### src/rtl/uart_rx_fifo.sv
// 8N1 serial byte receiver feeding a first-word-fall-through FIFO drained by valid/ready.
// Framing errors and overruns are reported through sticky flags that only rst clears.
module uart_rx_fifo #(
    parameter int CLKS_PER_BIT = 16,
    parameter int FIFO_DEPTH   = 4
) (
    input  logic                          clk,
    input  logic                          rst,
    input  logic                          ena,
    input  logic                          rx,
    output logic [7:0]                    m_data,
    output logic                          m_valid,
    input  logic                          m_ready,
    output logic [$clog2(FIFO_DEPTH):0]   level,
    output logic                          frame_err,
    output logic                          overrun
);

    localparam int PTR_W = $clog2(FIFO_DEPTH);
    localparam int LVL_W = PTR_W + 1;
    localparam int CNT_W = $clog2(CLKS_PER_BIT);

    localparam logic [CNT_W-1:0] HALF_LAST = CNT_W'(CLKS_PER_BIT / 2 - 1);
    localparam logic [CNT_W-1:0] BIT_LAST  = CNT_W'(CLKS_PER_BIT - 1);
    localparam logic [LVL_W-1:0] LVL_FULL  = LVL_W'(FIFO_DEPTH);

    typedef enum logic [1:0] {
        IDLE,
        START,
        DATA,
        STOP
    } state_t;

    logic             sync1_q, sync1_d;
    logic             rx_s_q, rx_s_d;
    logic             rx_q, rx_d;

    state_t           state_q, state_d;
    logic [CNT_W-1:0] cnt_q, cnt_d;
    logic [2:0]       bit_idx_q, bit_idx_d;
    logic [7:0]       shift_q, shift_d;
    logic             rx_done;
    logic             stop_bad;

    logic [7:0]       mem_q [FIFO_DEPTH];
    logic [7:0]       mem_d [FIFO_DEPTH];
    logic [PTR_W-1:0] wr_ptr_q, wr_ptr_d;
    logic [PTR_W-1:0] rd_ptr_q, rd_ptr_d;
    logic [LVL_W-1:0] level_q, level_d;
    logic             frame_err_q, frame_err_d;
    logic             overrun_q, overrun_d;
    logic             pop;
    logic             push_ok;

    // Synchronizer chain plus one extra stage so IDLE can see a genuine 1->0 edge.
    always_comb begin
        sync1_d = rx;
        rx_s_d  = sync1_q;
        rx_d    = rx_s_q;
    end

    always_ff @(posedge clk) begin
        if (rst) begin
            sync1_q <= 1'b1;
            rx_s_q  <= 1'b1;
            rx_q    <= 1'b1;
        end else begin
            sync1_q <= sync1_d;
            rx_s_q  <= rx_s_d;
            rx_q    <= rx_d;
        end
    end

    // Receiver: the counter restarts at every sample point so each bit is taken mid-cell.
    always_comb begin
        state_d   = state_q;
        cnt_d     = cnt_q + 1'b1;
        bit_idx_d = bit_idx_q;
        shift_d   = shift_q;
        rx_done   = 1'b0;
        stop_bad  = 1'b0;
        if (!ena) begin
            state_d   = IDLE;
            cnt_d     = '0;
            bit_idx_d = '0;
            shift_d   = '0;
        end else begin
            case (state_q)
                IDLE: begin
                    cnt_d = '0;
                    if (rx_q && !rx_s_q) begin
                        state_d = START;
                    end
                end
                START: begin
                    if (cnt_q == HALF_LAST) begin
                        cnt_d     = '0;
                        bit_idx_d = '0;
                        state_d   = rx_s_q ? IDLE : DATA;
                    end
                end
                DATA: begin
                    if (cnt_q == BIT_LAST) begin
                        cnt_d     = '0;
                        shift_d   = {rx_s_q, shift_q[7:1]};
                        bit_idx_d = bit_idx_q + 3'd1;
                        if (bit_idx_q == 3'd7) begin
                            state_d = STOP;
                        end
                    end
                end
                STOP: begin
                    if (cnt_q == BIT_LAST) begin
                        cnt_d   = '0;
                        state_d = IDLE;
                        if (rx_s_q) begin
                            rx_done = 1'b1;
                        end else begin
                            stop_bad = 1'b1;
                        end
                    end
                end
                default: begin
                    state_d = IDLE;
                    cnt_d   = '0;
                end
            endcase
        end
    end

    always_ff @(posedge clk) begin
        if (rst) begin
            state_q   <= IDLE;
            cnt_q     <= '0;
            bit_idx_q <= '0;
            shift_q   <= '0;
        end else begin
            state_q   <= state_d;
            cnt_q     <= cnt_d;
            bit_idx_q <= bit_idx_d;
            shift_q   <= shift_d;
        end
    end

    // A full FIFO still accepts a byte when the head is popped in the same cycle.
    always_comb begin
        pop         = (level_q != '0) && m_ready;
        push_ok     = rx_done && ((level_q < LVL_FULL) || pop);
        mem_d       = mem_q;
        wr_ptr_d    = wr_ptr_q;
        rd_ptr_d    = rd_ptr_q;
        level_d     = level_q;
        frame_err_d = frame_err_q | stop_bad;
        overrun_d   = overrun_q | (rx_done & ~push_ok);
        if (push_ok) begin
            mem_d[wr_ptr_q] = shift_q;
            wr_ptr_d        = wr_ptr_q + 1'b1;
        end
        if (pop) begin
            rd_ptr_d = rd_ptr_q + 1'b1;
        end
        case ({push_ok, pop})
            2'b10:   level_d = level_q + 1'b1;
            2'b01:   level_d = level_q - 1'b1;
            default: level_d = level_q;
        endcase
    end

    always_ff @(posedge clk) begin
        if (rst) begin
            for (int i = 0; i < FIFO_DEPTH; i++) begin
                mem_q[i] <= '0;
            end
            wr_ptr_q    <= '0;
            rd_ptr_q    <= '0;
            level_q     <= '0;
            frame_err_q <= 1'b0;
            overrun_q   <= 1'b0;
        end else begin
            mem_q       <= mem_d;
            wr_ptr_q    <= wr_ptr_d;
            rd_ptr_q    <= rd_ptr_d;
            level_q     <= level_d;
            frame_err_q <= frame_err_d;
            overrun_q   <= overrun_d;
        end
    end

    assign m_data    = mem_q[rd_ptr_q];
    assign m_valid   = (level_q != '0);
    assign level     = level_q;
    assign frame_err = frame_err_q;
    assign overrun   = overrun_q;

endmodule

### config.mk
export PLATFORM = sky130hd
export DESIGN_NAME = uart_rx_fifo
export DESIGN_NICKNAME = d
export VERILOG_FILES = /design/src/rtl/uart_rx_fifo.sv
export SDC_FILE = /design/constraint.sdc
export NUM_CORES = 1
export LEC_CHECK = 0
export BUFFER_PORTS_ARGS = -buffer_cell sky130_fd_sc_hd__buf_2
export CORE_AREA = 2 2 80 82
export CTS_CLUSTER_DIAMETER = 50
export DETAILED_ROUTE_END_ITERATION = 10
export DIE_AREA = 0 0 82 84
export PLACE_DENSITY = 0.66
export SYNTH_ARGS = -nofsm -noshare
export SYNTH_HDL_FRONTEND = slang
export SYNTH_SLANG_ARGS = --single-unit
### constraint.sdc
create_clock -name clk -period 2.8 [get_ports clk]
set_clock_uncertainty 0.05 [all_clocks]
set_input_delay 0.28 -clock clk [delete_from_list [all_inputs] [get_ports clk]]
set_output_delay 0.28 -clock clk [all_outputs]
set_load 0.01 [all_outputs]
# After elaboration in Yosys (flattened, before gate mapping)
# Cells that the tools add are included.
# totals
reg_bits	61
out_inout_bits	14
wordCells	89
# op_classes
addsub	6
order_cmp	4
eq_ne	13
muxes	28
n_bitwise	7
reduce_logical	15
# ops
cell	n
$bwmux W32	1
$mux W8	3
$bmux W8 S2	1
$demux W8 S2	1
$mux W2	6
$pmux W3 S2	2
$pmux W4 S3	1
$ne A2 B2 Y1 const B	5
$mux W1	8
$mux W4	2
$pmux W2 S4	1
$add A3 B1 Y3 const B	2
$eq A2 B2 Y1 const B	3
$ge A3 B3 Y1 const B	2
$mux W3	2
$not A2 Y3	2
$reduce_and A5 Y1	1
$add A2 B1 Y2 const B	2
$add A4 B1 Y4 const B	1
$eq A2 B1 Y1 const B	2
$eq A4 B3 Y1 const B	1
$eq A4 B4 Y1 const B	1
$logic_and A1 B1 Y1	4
$reduce_bool A2 Y1	2
14 further kinds	17

# Depth between registers and ports, before layout
# depth
ltp_word	8
mapped_depth	11
mapped_depth_nobuf	10

# Worst setup path after synthesis
# OpenSTA, ideal clock, no wires.
# synth_path
path_type	register to register
startpoint	register cnt_q[0]
endpoint	register level_q[2] (netlist: level[2])
t_arrival_ns	2.268
t_required_ns	2.680
setup_slack_ns	0.412
path_stages_with_launch	12
path_buffers	1
synth_period_minus_slack_ns	2.388
path_cell_list	dfxtp_1 > ha_1 > and4_1 > buf_6 > and3_4 > inv_1 > ha_1 > inv_1 > fa_1 > xor2_1 > or3_1 > a21oi_1
# synth_via
elab_chain_len	7
# synth_rtl
element	line	text
from (decl)	39	logic [CNT_W-1:0] cnt_q, cnt_d;
from (signal assigned)	139	cnt_q <= cnt_d;
$eq A4 B4 Y1 *	113	if (cnt_q == BIT_LAST) begin
$mux W1 *	113	
$mux W1 *	88	case (state_q)
$mux W1 *	82	if (!ena) begin
$logic_and A1 B1 Y1 *	148	push_ok = rx_done && ((level_q < LVL_FULL) || pop);
$eq A2 B1 Y1 / $eq A2 B2 Y1 (equally long branches)	162	case ({push_ok, pop})
$pmux W3 S2 / $reduce_bool A2 Y1 (equally long branches)	--	
to (signal assigned)	183	level_q <= level_d;
to (decl)	49	logic [LVL_W-1:0] level_q, level_d;
# Every way passes the cells marked *; elsewhere a longest branch is shown, timed or not.
# A chain may end at the register's enable or synchronous reset.

# Final worst setup path
# layout_path
startpoint	register level_q[2] (netlist: level[2])
endpoint	register level_q[2] (netlist: level[2])
# layout_via
elab_chain_len	6
# layout_rtl
element
branches (longest 6 deep; another with $lt A3 B3 Y1)
# Several ways; the timed one is not identified.

==> summary.md <==
| Metric | Value |
|---|---|
| First-pass detailed-route iteration total | `4` |
| Synthesis-to-layout area growth | `9.910%` |
| Setup WS pre-CTS | `0.3942 ns` |
| Crit Path Class | `reg2reg` |
| Most numerous cell in the Yosys netlist | `dfxtp_1` |
| Row Count | `29` |
| WP data arrival | `2.64 ns` |
| Clock power share | `0.459` |
| Synth top area cells | `dfxtp_1 (42%), mux2i_1 (12%), nand2b_1 (8.8%)` |
| Initial Util | `0.4784` |
| Die H | `84 um` |
| Iter 0 DRT Violations | `79` |
| Main flop type after synthesis | `dfxtp_1` |
| Largest area contributor in the netlist | `dfxtp_1` |
| Async SR Flop Fraction | `0` |
| Clock tree root driver cell | `clkbuf_8` |
| Layout cells sized above 1 | `0.1818` |
| Max cap viols | `0` |
| #FFs+latches synth | `61` |
| Sw Ratio | `0.2110` |
| Worst Tran Pin Value | `0.6881 ns` |
| Fillers | `562` |
| Setup TNS | `0 ns` |
| Grt total ovfl | `0` |
| R2r startpoint | `level[2]` |
| Antenna violations before repair | `0` |
| Synth top cells by count | `dfxtp_1 (61), nand2b_1 (41), mux2i_1 (34)` |
| Logic gate share of total power | `0.019` |
| WHS | `0.08125 ns` |
| Top-area cell type share of the netlist area | `0.4187` |
| Startpoint class of the critical path | `flip-flop` |
| Final WL | `5265 um` |
| Die X-Extent | `82 um` |
| Synthesized Nets | `294` |
| First-pass GRT wire length | `8901 um` |
| Gpl congestion | `0.8145` |
| Seq/Total Area, Yosys | `0.4187` |
| Num ports | `19` |
| RSZ-0062 raised after global routing | `no` |
| Vias post-DR | `1973` |
| ANT cells | `0` |
| Peak supply drop | `0.3078 mV` |
| Post-cts hold buffer count | `0` |
| Max Fclk | `412.5 MHz` |
| Status | `finished, final reports clean` |
| Internal | `0.001317 W` |
| Clock-pin transition on the worst setup and hold timing paths | `roughly 0.07 ns` |
| Mapped Cells | `280` |
| CTS Sinks | `61` |
| Drt drc | `0` |
| Setup-failing EPs final | `0` |
| Final nets | `306` |
| CTS tree | `done` |
| R2R depth | `9` |
| Hold worst-path end | `rx_s_d` |
| CP max FO | `8` |
| Worst Hold Launch | `rx` |
| Worst Path Required | `3.01 ns` |
| Slew Limit Fails | `0` |
| Tot GR Track Use | `0.1678` |
| Hold Crit Class | `in2reg` |
| Slew margin rel. | `0.5413` |
| Final Cycle Share | `0.8658` |
| Syn_area_per_cell | `around 10 sq um` |
| Post-synth EDFFs | `0` |
| Fin crit period | `2.424 ns` |
| Post-cts gate resize count | `0` |
| Final Hold Vio Count | `0` |
| R2R Setup Slk | `0.38 ns` |
| Switching power of the nets | `0.0003522 W` |
| Register Area | `1221 sq um` |
| Inserted Clock Buffers | `9` |
| Mapped cell area | `2917 sq um` |
| Static Leak | `1.332 nW` |
| Sequential share of power | `0.522` |
| DP Cell Count | `358` |
| Clock Path Buffers | `2` |
| Hold path cells | `2` |
| Reg-to-reg endpoint | `level[2]` |
| Full die area | `6888 sq um` |
| Multi-input logic area | `1545 sq um` |
| Power Dens Cells | `~520 nW/um^2` |
| Clock Latency Late Sink | `~0.33 ns` |
| Final WS setup | `~0.38 ns` |
| Vias in the first global route | `between 1500 and 2000` |
| Routed Antenna Nets | `0` |
| Largest net degree at the start of global routing | `56` |
| Htree depth | `3` |
| HPWL Detailed | `3468 um` |
| Core region area | `6096 sq um` |
| Post-CTS repair timing setup buffer count | `0` |
| Finished Layout Cells | `between 300 and 400` |
| Netlist cell types | `43` |
| Vias/cell | `5.275` |
| WL/cell | `approximately 14 um` |
| Yosys warning total | `0` |
| Crit path capture type | `flip-flop` |
| IO Port Bufs | `18` |
| Post-Route Utilization | `0.5259` |
[metal layers]
layer | global-route usage | share of wire
met4 | 0.07727 | 0.022
met2 | 0.2661 | 0.46
met3 | 0.03571 | 0.027
met1 | 0.2151 | 0.49
met5 | 0 | 0
[layout by cell type, fill, tap and decap left out, types with 3 or more instances in the layout]
cell      synthesis  routed
dfxtp_1          61      61
nand2b_1         41      41
mux2i_1          34      34
buf_2             6      18
a21oi_1          14      14
nand3_1          13      13
o21ai_0          11      11
inv_1            10      10
nor2_1           10      10
clkbuf_8          0      10
mux4_2            8       8
ha_1              8       8
a31oi_1           4       4
xor2_1            4       4
nand4_4           4       4
nand2_1           3       3
or2_2             3       3
buf_4             0       3
[registers in the layout, summed over array words and instances, names as in the netlist, named ones only]
register   flops
rd_ptr_q       2
wr_ptr_q       2
bit_idx_q      3
cnt_q          4
frame_err      1
rx_s_d         1
state_q        1
rx_d           1
mem_q         32
overrun        1
level          3
shift_q        8
rx_q           1
[stage by stage]
stage,instance area [sq um],total power (W)
after global routing,3206,0.001719
after CTS,3206,0.001689
after global placement,3013,0.0009227
after detailed placement,3013,0.0009229
after floorplan,2917,0.0009149
final,3206,0.001669
[power groups by stage]
stage	Clock [W]	Combinational, W	Sequential [W]
after global routing	0.000813	0.0000349	0.000871
final	0.000766	0.0000316	0.000871
after floorplan	0	0.0000250	0.000890
after detailed placement	0	0.0000319	0.000891
after CTS	0.000786	0.0000320	0.000871
after global placement	0	0.0000318	0.000891
[cell type report]
| type | instances | area share |
|---|---|---|
| Timing Repair Buffer | 21 | 0.03513 |
| Tap cell | 77 | 0.03005 |
| Sequential cell | 61 | 0.3810 |
| Clock buffer | 12 | 0.04528 |
| Multi-Input combinational cell | 189 | 0.4820 |
| Inverter | 10 | 0.01171 |
| Clock inverter | 4 | 0.01483 |
[logic make-up after synthesis]
group,share of synthesized area
fa+ha+maj,0.04119
simple gates,0.2076
buf+inv,0.05148
mux,0.1836
xor+xnor,0.01802
compound gates,0.07937
flops,0.4187
[critical path, cell delays in order, from the launching register on]
cell	delay [ns]
dfxtp_1	0.43
or2b_1	0.41
and3_4	0.23
inv_1	0.05
ha_1	0.16
inv_1	0.06
fa_1	0.37
xor2_1	0.16
or3_1	0.30
a21oi_1	0.14
[how the worst max path moves through the flow]
stage          startpoint        to  slack, ns  cells after the start
5_1_grt          level[2]  level[2]       0.21                      9
6_report         level[2]  level[2]       0.38                      9
3_5_place_dp     level[2]  level[2]       0.39                      9
3_3_place_gp     level[2]  level[2]       0.44                      9
4_1_cts          level[2]  level[2]       0.36                      9
2_1_floorplan    cnt_q[0]  level[2]       0.41                     11
Note: power is estimated with default switching activity, not from simulation.
